--- src/rtl/serial_addsub_pkg.sv ---
// Shared definitions for the bit-serial add/subtract engine: FSM state
// encoding and operation-mode constants.
package serial_addsub_pkg;

  typedef enum logic [1:0] {
    IDLE = 2'd0,
    RUN  = 2'd1,
    DONE = 2'd2
  } state_t;

  localparam logic OP_ADD = 1'b0;
  localparam logic OP_SUB = 1'b1;

endpackage

--- src/rtl/serial_addsub_full_adder.sv ---
// One-bit full adder built from two half adders and an OR; the single
// arithmetic cell that the serial engine reuses every cycle.
module full_adder (
  input  logic a,
  input  logic b,
  input  logic cin,
  output logic s,
  output logic cout
);

  logic w_hs, w_hc, w_hc2;

  assign w_hs  = a ^ b;
  assign w_hc  = a & b;
  assign s     = w_hs ^ cin;
  assign w_hc2 = w_hs & cin;
  assign cout  = w_hc | w_hc2;

endmodule

--- src/rtl/serial_addsub.sv ---
// Bit-serial WIDTH-bit add/subtract: operands in over valid/ready, one result
// bit per enabled cycle LSB-first, sum and flags out over valid/ready.
module serial_addsub
  import serial_addsub_pkg::*;
#(
  parameter  int WIDTH = 8,
  localparam int CNT_W = $clog2(WIDTH)
) (
  input  logic             clk,
  input  logic             rst_n,
  input  logic             ena,
  input  logic             in_valid,
  output logic             in_ready,
  input  logic [WIDTH-1:0] a,
  input  logic [WIDTH-1:0] b,
  input  logic             sub,
  output logic             out_valid,
  input  logic             out_ready,
  output logic [WIDTH-1:0] sum,
  output logic             cout,
  output logic             ovf,
  output logic             zero
);

  state_t             r_state, w_state_nxt;
  logic [CNT_W-1:0]   r_cnt;
  logic               r_carry;
  logic [WIDTH-1:0]   r_sa, r_sb, r_sum;
  logic               r_cout, r_ovf, r_zero;

  logic               w_accept, w_last, w_fa_s, w_fa_c;
  logic [WIDTH-1:0]   w_sum_nxt;

  assign in_ready  = (r_state == IDLE) & ena;
  assign out_valid = (r_state == DONE);
  assign w_accept  = in_valid & in_ready;
  assign w_last    = (r_cnt == CNT_W'(WIDTH - 1));
  assign w_sum_nxt = {w_fa_s, r_sum[WIDTH-1:1]};

  full_adder u_fa (
    .a    (r_sa[0]),
    .b    (r_sb[0]),
    .cin  (r_carry),
    .s    (w_fa_s),
    .cout (w_fa_c)
  );

  always_ff @(posedge clk or negedge rst_n) begin
    if (!rst_n) r_state <= IDLE;
    else        r_state <= w_state_nxt;
  end

  always_comb begin
    w_state_nxt = r_state;
    case (r_state)
      IDLE:    if (w_accept)            w_state_nxt = RUN;
      RUN:     if (ena && w_last)       w_state_nxt = DONE;
      DONE:    if (ena && out_ready)    w_state_nxt = IDLE;
      default:                          w_state_nxt = IDLE;
    endcase
  end

  // Subtraction is A + ~B + 1: B is inverted on capture and the +1 enters
  // as the initial carry.
  always_ff @(posedge clk or negedge rst_n) begin
    if (!rst_n) begin
      r_cnt   <= '0;
      r_carry <= 1'b0;
      r_sa    <= '0;
      r_sb    <= '0;
      r_sum   <= '0;
      r_cout  <= 1'b0;
      r_ovf   <= 1'b0;
      r_zero  <= 1'b0;
    end else if (ena) begin
      case (r_state)
        IDLE: if (w_accept) begin
          r_sa    <= a;
          r_sb    <= (sub == OP_SUB) ? ~b : b;
          r_carry <= (sub == OP_SUB);
          r_cnt   <= '0;
          r_sum   <= '0;
        end
        RUN: begin
          r_sum   <= w_sum_nxt;
          r_sa    <= r_sa >> 1;
          r_sb    <= r_sb >> 1;
          r_carry <= w_fa_c;
          r_cnt   <= r_cnt + CNT_W'(1);
          if (w_last) begin
            r_ovf  <= r_carry ^ w_fa_c;
            r_cout <= w_fa_c;
            r_zero <= (w_sum_nxt == '0);
          end
        end
        default: ;
      endcase
    end
  end

  assign sum  = r_sum;
  assign cout = r_cout;
  assign ovf  = r_ovf;
  assign zero = r_zero;

endmodule

--- config.mk ---
export PLATFORM = sky130hd
export DESIGN_NAME = serial_addsub
export DESIGN_NICKNAME = d
export VERILOG_FILES = /design/src/rtl/serial_addsub_pkg.sv /design/src/rtl/serial_addsub_full_adder.sv /design/src/rtl/serial_addsub.sv
export SDC_FILE = /design/constraint.sdc
export NUM_CORES = 1
export LEC_CHECK = 0
export BUFFER_PORTS_ARGS = -buffer_cell sky130_fd_sc_hd__buf_2
export CAP_MARGIN = 20
export CORE_AREA = 2 2 59 61
export CTS_BUF_LIST = sky130_fd_sc_hd__clkbuf_16
export DETAILED_ROUTE_END_ITERATION = 6
export DIE_AREA = 0 0 61 63
export PLACE_DENSITY_LB_ADDON = 0.15
export SYNTH_ARGS = -nofsm -noshare
export SYNTH_HDL_FRONTEND = slang
export SYNTH_SLANG_ARGS = --single-unit
--- constraint.sdc ---
create_clock -name clk -period 1.9 [get_ports clk]
set_clock_uncertainty 0.15 [all_clocks]
set_input_delay 0 -clock clk [delete_from_list [all_inputs] [get_ports clk]]
set_output_delay 0 -clock clk [all_outputs]
set_load 0.02 [all_outputs]
**Word-level counts from Yosys, hierarchy flattened**

Cells that the tools add are included.

- Register bits: 33
- Output and inout bits: 13

- Add/subtract/negate cells: 1
- Equal/unequal tests: 6
- Mux-type cells: 15
- Bitwise operators: 9
- Reductions and logical operators: 8

Operator list:

| kind | count |
|---|---|
| 8-bit case mux with 2 select lines | 3 |
| 8-bit 2-to-1 mux | 4 |
| 3-bit AND reduction | 3 |
| 8-bit zero test | 1 |
| 8-bit NOT | 1 |
| 2-bit 2-to-1 mux | 3 |
| 2-bit case mux with 3 select lines | 1 |
| 3-bit case mux with 2 select lines | 1 |
| 1-bit bitwise AND | 4 |
| 2-bit != test, second input constant | 2 |
| 3-bit by 1-bit adder with 3-bit output, second input constant | 1 |
| 3-bit == test, second input constant | 1 |
| 3-bit 2-to-1 mux | 1 |
| 1-bit bitwise XOR | 3 |
| 2-bit by 1-bit == test with 1-bit output, second input constant | 1 |
| 2-bit == test, second input constant | 1 |
| 1-bit logical AND | 2 |
| 2-bit zero test | 1 |
| 2-bit by 1-bit != test with 1-bit output, second input constant | 1 |
| 1-bit case mux with 2 select lines | 1 |
| 2-bit nonzero test | 1 |
| 1-bit 2-to-1 mux | 1 |
| 1-bit bitwise OR | 1 |

**Longest topological paths before layout**

Gate-level depths: netlist of run 1.

- Depth in word-level cells: 5
- Gate-level depth with buffers: 5
- Mapped depth without buffers: 5

**By module**

From an unflattened synthesis of run 1, not the netlist that was laid out.

- Cell total of the unflattened synthesis: 160
- Area, all modules: 1696.6 µm²

Modules (own cells, without submodules):

| module | instances | cells each | area an instance (µm²) | seq. area each (µm²) |
|---|---|---|---|---|
| serial_addsub | 1 | 159 | 1676.6 | 825.8 |
| full_adder | 1 | 1 | 20.0 | 0.0 |

**Worst setup path after synthesis of run 1**

Ideal clock, no wire load.

- Path type: register -> register
- From: register r_carry
- To: register r_zero (netlist: zero)
- Library setup time: 79 ps
- Data arrival time: 1324 ps
- Setup slack: 347 ps
- Cell stages (with the launch flop): 6
- Path buffers: 0
- Period minus slack after synthesis: 1553 ps
- Cells stage by stage: dfrtp_1 inv_1 fa_1 nor4b_1 nand2_1 o21ai_1

- Longest elaborated chain between the ends: 2

RTL lines:

| element | line | text |
|---|---|---|
| start: declaration | serial_addsub.sv:27 | `logic r_carry;` |
| start signal: assignment | serial_addsub.sv:80 | `r_carry <= (sub == OP_SUB);` |
| start signal: assignment | serial_addsub.sv:88 | `r_carry <= w_fa_c;` |
| 1-bit bitwise XOR | serial_addsub_full_adder.sv:15 | `assign s = w_hs ^ cin;` |
| 8-bit zero test | serial_addsub.sv:93 | `r_zero <= (w_sum_nxt == '0);` |
| end signal: assignment | serial_addsub.sv:93 |  |
| end: declaration | serial_addsub.sv:29 | `logic r_cout, r_ovf, r_zero;` |

No other way between the ends.
A chain may end at the register's enable or synchronous reset.

**Worst setup path after layout of run 1**

Ends and elaborated chain as after synthesis.

==> impl_results.md, run 1 <==
- H-tree levels: 2
- Clk slew on worst S/H paths: 0.05 ns
- Die width: 61 um
- Power per cell area: 1420 nW/um^2
- Yosys warns: 0
- Fin. max-slew vios: 0
- All-Layer GR Usage: 0.202
- Yosys cell types: 28
- Final Net Count: 231
- Root Driver: clkbuf_16
- Post-DP HPWL: 2.13 mm
- Area grow syn2layout: 34.5%
- Detailed-route via count: 1,299
- Drt via density: 5.15
- CTS Buf Count: 5
- Number of max-cap violations: 0
- Met1 usage: 0.270
- DRC: 0
- Worst VDD drop: 688 uV
- Crit-path max FO: 3
- Hold Vio Cnt, Final: 0
- GP Congestion: 0.721
- Pleak: 1.08 nW
- Detailed Route Iter0 Violations: 71
- Vias in the first global route: 1,324
- Antenna viol nets, final: 0
- Drt wl/cell: 13.3 um
- Die Area: 3840 um^2
- Fin crit period: 1.64 ns
- IO buf count: 34
- Grt peak-use layer: met2
- Syn_nets: 174
- Initial core utilization: 0.497
- Pwr Total: 3.07 mW
- Critical path class: reg2reg
- Seq/Total Area, Yosys: 0.514
- Final WL: 3.35 mm
- Status: completed
- Slowest library cell on the worst path: fa_1
- Fmax: 0.611 GHz
- Clk buf depth: 2
- Number of buffers and inverters on the critical path: 1
- Cell class contributing the biggest share of worst-path delay: adder cells
- Overflow left after global routing: 0
- Largest net degree at the start of global routing: 34
- Top cell type's share of synthesized area: 0.514
- Met2 Resource Use GR: 0.324
- Reg2reg start: r_carry
- Layout cells sized above 1: 0.218
- Worst setup margin: 0.263 ns
- Endpoints failing setup: 0
- Synthesized area: 1610 um^2
- CP startpoint kind: flip-flop
- Tcrit/Tclk final: 0.862
- Initial DRT Pass Iterations: 4
- Slew @ Worst Pin: 0.729 ns
- RSZ-0062 raised after global routing: no
- Post-Synthesis Cells: 149
- Post-synth top area cell: dfrtp_1
- Pre-CTS setup slack: 0.242 ns
- First-pass GRT wire length: 5.93 mm
- Ant. Diodes: 0
- Synth top area cells: dfrtp_1, mux2i_1, o21ai_1
- Core area: 3230 um^2
- Critical Path RT: 1.94 ns
- Cell Chain, Critical Path: inv_1 -> fa_1 -> nor4b_1 -> nand2_1 -> o21ai_1
- Clock latency on the worst-skew pair: 0.27 ns
- Critical Path Start: r_carry
- # IOs: 35
- Hold WC Path Type: in2reg
- CTS tree: done
- Most frequent cells in the layout: buf_2, dfrtp_1, o21ai_1, dlygate4sd3_1, mux2i_1
- Min-delay src: sub
- Initial antenna violation count: 0
- Crit path largest cell delay: 0.55 ns
- Slew margin rel.: 0.514
- Sum of negative setup slack: 0 ns
- Syn avg cell area: 10.8 um^2
- Arrival @ worst endpoint: 1.68 ns
- Die Ht: 63 um
- Num rows: 21
- Clk sinks: 33
- Crit. End Element: flip-flop
- FF+latch count, synth: 33
- Met3 GRT Util: 0.0559
- Most common cell after layout, fill and taps aside: buf_2
## state kept, by name, indices dropped and copies added, names as in the netlist
register / count
ovf: 1
r_cnt: 3
r_sb: 8
zero: 1
r_state: 2
r_carry: 1
sum: 8
r_sa: 8
cout: 1
## power by group
part	switching [mW]	leakage (nW)	internal (mW)
clock	0.255	0.0685	0.467
sequential	0.201	0.429	0.994
combinational	0.627	0.581	0.530
## cells by family after synthesis
family / share of synthesized area
buffers and inverters: 0.0569
and+or+nand+nor: 0.0748
muxes: 0.0873
xor gates and xnor gates: 0.0491
adders and majority gates: 0.0281
AOI/OAI and AO/OA: 0.189
DFF: 0.514
## synthesized netlist by cell type (all sizes together)
cell type / count
nor2: 2
nand2b: 1
xor2: 8
nor2b: 1
mux2i: 14
o2bb2ai: 1
buf: 8
xnor2: 1
ha: 2
fa: 1
nand2: 11
nand4b: 1
inv: 4
a21oi: 1
o21ai: 40
o31ai: 2
nor4b: 1
dfrtp: 33
a22o: 8
nor4: 1
nand3b: 2
and2b: 1
or2: 1
and2: 1
clkbuf: 3
## path summary, 6_finish.rpt
kind	end	slack (ns)	cells past startpoint
max	zero	0.26	5
min	r_carry	0.02	3
max reg2reg	zero	0.26	5
min reg2reg	zero	0.33	2
max in group asynchronous	r_carry	0.94	2
min in group asynchronous	r_state[0]	0.19	2
## layer usage
| metal | up-vias | part of all wire | wire, um |
|---|---|---|---|
| met1 | 629 | 0.45 | 1520 |
| met4 | 0 | 0.0054 | 18 |
| li1 | 635 | - | - |
| met3 | 2 | 0.039 | 131 |
| met2 | 33 | 0.50 | 1680 |
| met5 | - | 0 | 0 |
## layout make-up
cell class              count  area [um^2]
clock inverters             2         7.51
well taps                  46         57.6
flip-flops and latches     33          826
fillers                   271         1070
multi-input cells         101          688
repair buffers             61          440
clock buffers               5          125
inverters                   4         15.0
## what timing repair did
item / CTS / global route
resized for setup: 0 / 0
hold buffers: 22 / 0
endpoints found under the hold margin: 53 / 0
setup buffers: 0 / 0
## metrics by stage
step / cell area (um^2) / util / hold WS, ns / std cells
finish: 2160 / 0.668 / 0.0151 / 252
global route: 2160 / 0.668 / 0.0758 / 252
CTS: 2160 / 0.668 / 0.0115 / 252
detailed placement: 1810 / 0.559 / -0.0573 / 223
global placement: 1810 / 0.559 / -0.0564 / 223
floorplan: 1610 / - / -0.446 / 149
## worst min-delay path: cells and delay by family
family          cells  cell delay [ns]
compound gates      2             0.21
buf+inv             1             0.18
No activity file was read; power rests on OpenSTA's default activity.
==> inputs of run 2 (changes only) <==
--- a/config.mk
+++ b/config.mk
@@ -7,11 +7,12 @@
 export LEC_CHECK = 0
 export BUFFER_PORTS_ARGS = -buffer_cell sky130_fd_sc_hd__buf_2
 export CAP_MARGIN = 20
-export CORE_AREA = 2 2 59 61
+export CORE_AREA = 2 2 57 59
 export CTS_BUF_LIST = sky130_fd_sc_hd__clkbuf_16
 export DETAILED_ROUTE_END_ITERATION = 6
-export DIE_AREA = 0 0 61 63
+export DIE_AREA = 0 0 59 61
 export PLACE_DENSITY_LB_ADDON = 0.15
+export SKIP_CTS_REPAIR_TIMING = 1
 export SYNTH_ARGS = -nofsm -noshare
 export SYNTH_HDL_FRONTEND = slang
 export SYNTH_SLANG_ARGS = --single-unit
==> constraint.sdc (replaced) <==
create_clock -name clk -period 2 [get_ports clk]
set_clock_uncertainty 0.15 [all_clocks]
set_input_delay 0 -clock clk [delete_from_list [all_inputs] [get_ports clk]]
set_output_delay 0 -clock clk [all_outputs]
set_load 0.02 [all_outputs]
==> run 2 against run 1 <==
Compared with the run above: the run now ends with negative hold slack left; critical path depth is the same; first-iteration DRC count is 38% lower; power grew 4.8%; combinational power fell by 6%; cell count fell by 6.0%; via count rose by 1.3%; sequential share of layout area hardly changed; die area is 6.3% lower; worst setup slack better by 0.12 ns; largest power group unchanged.
==> impl_results.md, run 2 (synthesized netlist as in run 1, its figures left out) <==
- Detailed Route Iter0 Violations: 44
- Final WL: 3.49 mm
- Fin crit period: 1.62 ns
- Status: finished, violations left
- CTS tree: done
- Core area: 2950 um^2
- Cell Chain, Critical Path: inv_1 -> fa_1 -> nor4b_1 -> nand2_1 -> o21ai_1
- Die Ht: 61 um
- Root Driver: clkbuf_16
- Critical Path RT: 2.06 ns
- Fillcell total: 213
- Slew margin rel.: 0.525
- Area occupied by registers: 826 um^2
- # IOs: 35
- Crit. End Element: flip-flop
- Crit path largest cell delay: 0.54 ns
- Slowest library cell on the worst path: fa_1
- Antenna viol nets, final: 0
- Overflow left after global routing: 0
- Drt via density: 5.55
- IO buf count: 34
- Slew @ Worst Pin: 0.713 ns
- Initial core utilization: 0.544
- Worst setup margin: 0.382 ns
- Hold WC Path Type: in2reg
- Post-Place Cells: 210
- Reg2reg start: r_carry
- GP Congestion: 0.749
- WHS: -0.0546 ns
- Fmax: 0.618 GHz
- FF-to-FF path depth: 5
- First-pass GRT wire length: 5.81 mm
- Crit-path max FO: 3
- Min-delay src: b[3]
- Hold Path End: r_sb[3]
- DRC: 0
- Reg-to-reg endpoint: zero
- Most common cell after layout, fill and taps aside: buf_2
- Worst hold path depth: 4
- R2r setup slk: 0.38 ns
- All-Layer GR Usage: 0.222
- Drt wl/cell: 14.7 um
- Pleak: 1.09 nW
- Clk slew on worst S/H paths: 0.06 ns
- Ant. Diodes: 0
- Vias in the first global route: 1,309
- H-tree levels: 2
- Largest net degree at the start of global routing: 34
- RSZ-0062 raised after global routing: no
- Failing checks: negative hold slack
- Number of max-cap violations: 0
- Pre-CTS setup slack: 0.361 ns
- Die width: 59 um
- Fin util: 0.731
- Critical path class: reg2reg
- CP startpoint kind: flip-flop
- Power per cell area: 1490 nW/um^2
- Die Area: 3600 um^2
- Initial antenna violation count: 0
- Final Net Count: 228
- Detailed-route via count: 1,316
- Fin. max-slew vios: 0
- Num rows: 20
- Multi-input logic area: 688 um^2
- Most frequent cells in the layout: buf_2, dfrtp_1, o21ai_1, dlygate4sd3_1, mux2i_1
- Endpoints failing setup: 0
- Fin cells: 237
- Layout cells sized above 1: 0.235
- Tcrit/Tclk final: 0.809
- Worst VDD drop: 883 uV
- Clk sinks: 33
- Initial DRT Pass Iterations: 4
- Clock latency on the worst-skew pair: 0.28 ns
- Area grow syn2layout: 34.5%
- CTS Buf Count: 5
- Sum of negative setup slack: 0 ns
- Hold Vio Cnt, Final: 3
- Clk buf depth: 2
- Arrival @ worst endpoint: 1.67 ns
- Post-DP HPWL: 2.19 mm
-- run 2: worst max-delay path by stage --
stage	start	to	cells past startpoint
floorplan	r_carry	zero	5
global placement	r_carry	zero	5
detailed placement	r_carry	zero	5
CTS	r_carry	zero	5
global route	r_carry	zero	5
finish	r_carry	zero	5
-- run 2: per-layer routing --
| metal | share of wire | track usage |
|---|---|---|
| met1 | 0.43 | 0.251 |
| met4 | 0.020 | 0.117 |
| met3 | 0.043 | 0.0640 |
| met5 | 0 | 0 |
| met2 | 0.51 | 0.381 |
-- run 2: final cells by class --
class,instances,area share
Tap cell,33,0.0191
Multi-Input combinational cell,101,0.319
Inverter,4,0.00696
Timing Repair Buffer,58,0.184
Clock inverter,3,0.0301
Clock buffer,5,0.0580
Sequential cell,33,0.383
-- run 2: power breakdown --
group | leakage [nW] | switching [mW] | internal [mW]
sequential | 0.429 | 0.197 | 0.943
combinational | 0.564 | 0.601 | 0.492
clock | 0.0938 | 0.278 | 0.711
total | 1.09 | 1.08 | 2.15
-- run 2: metrics by stage --
| step | cell area [um^2] | power [mW] |
|---|---|---|
| 3_3_place_gp | 1780 | 2.15 |
| 5_1_grt | 2160 | 3.44 |
| 4_1_cts | 1970 | 3.21 |
| 2_1_floorplan | 1610 | 1.92 |
| 3_5_place_dp | 1780 | 2.20 |
| 6_report | 2160 | 3.22 |
-- run 2: critical path, delay by kind of cell (launching register included) --
kind	cells	cell delay, ns
flip-flops	1	0.37
AO/OA/AOI/OAI	1	0.11
buffers and inverters	1	0.07
AND/OR/NAND/NOR	2	0.30
adder cells (fa/ha/maj)	1	0.54
==> inputs of run 3 (changes only) <==
--- a/config.mk
+++ b/config.mk
@@ -7,10 +7,10 @@
 export LEC_CHECK = 0
 export BUFFER_PORTS_ARGS = -buffer_cell sky130_fd_sc_hd__buf_2
 export CAP_MARGIN = 20
-export CORE_AREA = 2 2 57 59
+export CORE_AREA = 2 2 59 61
 export CTS_BUF_LIST = sky130_fd_sc_hd__clkbuf_16
 export DETAILED_ROUTE_END_ITERATION = 6
-export DIE_AREA = 0 0 59 61
+export DIE_AREA = 0 0 61 63
 export PLACE_DENSITY_LB_ADDON = 0.15
 export SKIP_CTS_REPAIR_TIMING = 1
 export SYNTH_ARGS = -nofsm -noshare
==> constraint.sdc (replaced) <==
create_clock -name clk -period 1.55 [get_ports clk]
set_clock_uncertainty 0.15 [all_clocks]
set_input_delay 0 -clock clk [delete_from_list [all_inputs] [get_ports clk]]
set_output_delay 0 -clock clk [all_outputs]
set_load 0.02 [all_outputs]
==> run 3 against run 2 <==
Compared with the run above: the run ends with negative hold slack, negative setup slack left; sequential share of layout area shrank 1.1 points; register-to-register slack lost 0.39 ns; clock power shrank 8.2%; global-route usage shrank 3.5 points; worst setup slack lost 0.39 ns; first-iteration DRC count grew 30%.
==> impl_results.md, run 3 (synthesized netlist as in run 1, its figures left out) <==
- Status: finished, violations left
- Failing checks: negative hold slack, negative setup slack
- Sum of negative setup slack: -0.00638 ns
- Root Driver: clkbuf_16
- Detailed Route Iter0 Violations: 57
- Clk buf depth: 2
- Power per cell area: 1770 nW/um^2
- Post-DP HPWL: 2.14 mm
- Fin. max-slew vios: 0
- Hold Path End: r_sb[6]
- H-tree levels: 2
- Pre-CTS setup slack: 0.0153 ns
- Crit-path max FO: 2
- Pwr Total: 3.94 mW
- Grt peak-use layer: met2
- Largest net degree at the start of global routing: 34
- Initial antenna violation count: 0
- Worst VDD drop: 760 uV
- Critical path class: reg2reg
- Area grow syn2layout: 38.3%
- Final WL: 3.44 mm
- Worst setup margin: -0.00638 ns
- Hold Vio Cnt, Final: 1
- Arrival @ worst endpoint: 1.60 ns
- Reg-to-reg endpoint: zero
- Number of max-cap violations: 0
- Most frequent cells in the layout: buf_2, dfrtp_1, o21ai_1, dlygate4sd3_1, mux2i_1
- DRC: 0
- RSZ-0062 raised after global routing: yes
- Die Ht: 63 um
- WHS: -0.0427 ns
- Die width: 61 um
- Met2 Resource Use GR: 0.294
- Met3 GRT Util: 0.0683
- CP startpoint kind: flip-flop
- Drt wl/cell: 13.4 um
- Fmax: 0.643 GHz
- Ant. Diodes: 0
- Final Net Count: 236
- FF-to-FF path depth: 5
- Worst hold path depth: 4
- Clk sinks: 33
- Vias in the first global route: 1,179
- CTS Buf Count: 5
- Met1 usage: 0.232
- Die Area: 3840 um^2
- IO buf count: 34
- Clk slew on worst S/H paths: 0.05 ns
- First-pass GRT wire length: 5.33 mm
- GP Congestion: 0.747
- Pleak: 1.11 nW
- All-Layer GR Usage: 0.187
- Reg2reg start: r_sa[0]
- Tcrit/Tclk final: 1.00
- Critical Path RT: 1.60 ns
- Num rows: 21
- Min-delay src: b[6]
- Antenna viol nets, final: 0
- Clock latency on the worst-skew pair: 0.28 ns
- Overflow left after global routing: 0
- Fin util: 0.687
- Initial DRT Pass Iterations: 4
- Hold WC Path Type: in2reg
- CTS tree: done
- Slew margin rel.: 0.499
- Slew @ Worst Pin: 0.751 ns
- Initial core utilization: 0.497
- Most common cell after layout, fill and taps aside: buf_2
- Detailed-route via count: 1,331
- Core area: 3230 um^2
- Layout cells sized above 1: 0.270
- Crit. End Element: flip-flop
- Endpoints failing setup: 1
- Fin crit period: 1.56 ns
- # IOs: 35
- Drt via density: 5.18
- R2r setup slk: -0.006 ns
[run 3: cell count changes in the layout (fill, tap and decap cells not counted), sizes merged]
cell / previous run / this run
buf: 39 / 46
bufinv: 2 / 0
dlygate4sd3: 19 / 20
inv: 4 / 5
[run 3: layer usage]
layer	wire, um	up-vias
met1	1510	650
met5	0	-
li1	-	648
met3	132	5
met4	43	0
met2	1750	28
[run 3: worst max-delay path, stage by stage, from the launching register on]
cell and delay [ns]:
dfrtp_1 0.36, inv_2 0.04, fa_1 0.55, nor4b_2 0.18, nand2_1 0.07, o21ai_1 0.13
[run 3: power breakdown]
part	switching, mW	internal [mW]
combinational	0.808	0.763
sequential	0.240	1.22
clock	0.334	0.573
[run 3: cell type report]
type,instances,area [um^2]
fill,251,1010
clock buffer,5,125
timing repair buffer,66,477
sequential,33,826
multi-input combinational,101,712
tap,46,57.6
inverter,4,15.0
clock inverter,2,7.51
[run 3: worst max-delay path by stage]
stage	startpoint	endpoint	slack, ns	cells past startpoint
5_1_grt	r_sa[0]	zero	-0.11	5
2_1_floorplan	r_carry	zero	0.04	5
6_report	r_sa[0]	zero	-0.006	5
4_1_cts	r_carry	zero	-0.007	5
3_3_place_gp	r_carry	zero	0.05	5
3_5_place_dp	r_carry	zero	0.02	5
[run 3: per-stage QoR]
step	hold WS, ns	std cells	cell area (um^2)
after floorplan	-0.446	149	1610
final	-0.0427	257	2220
after detailed placement	-0.0450	226	1840
after global placement	-0.0585	226	1840
after global routing	0.0420	257	2220
after CTS	-0.339	233	1970
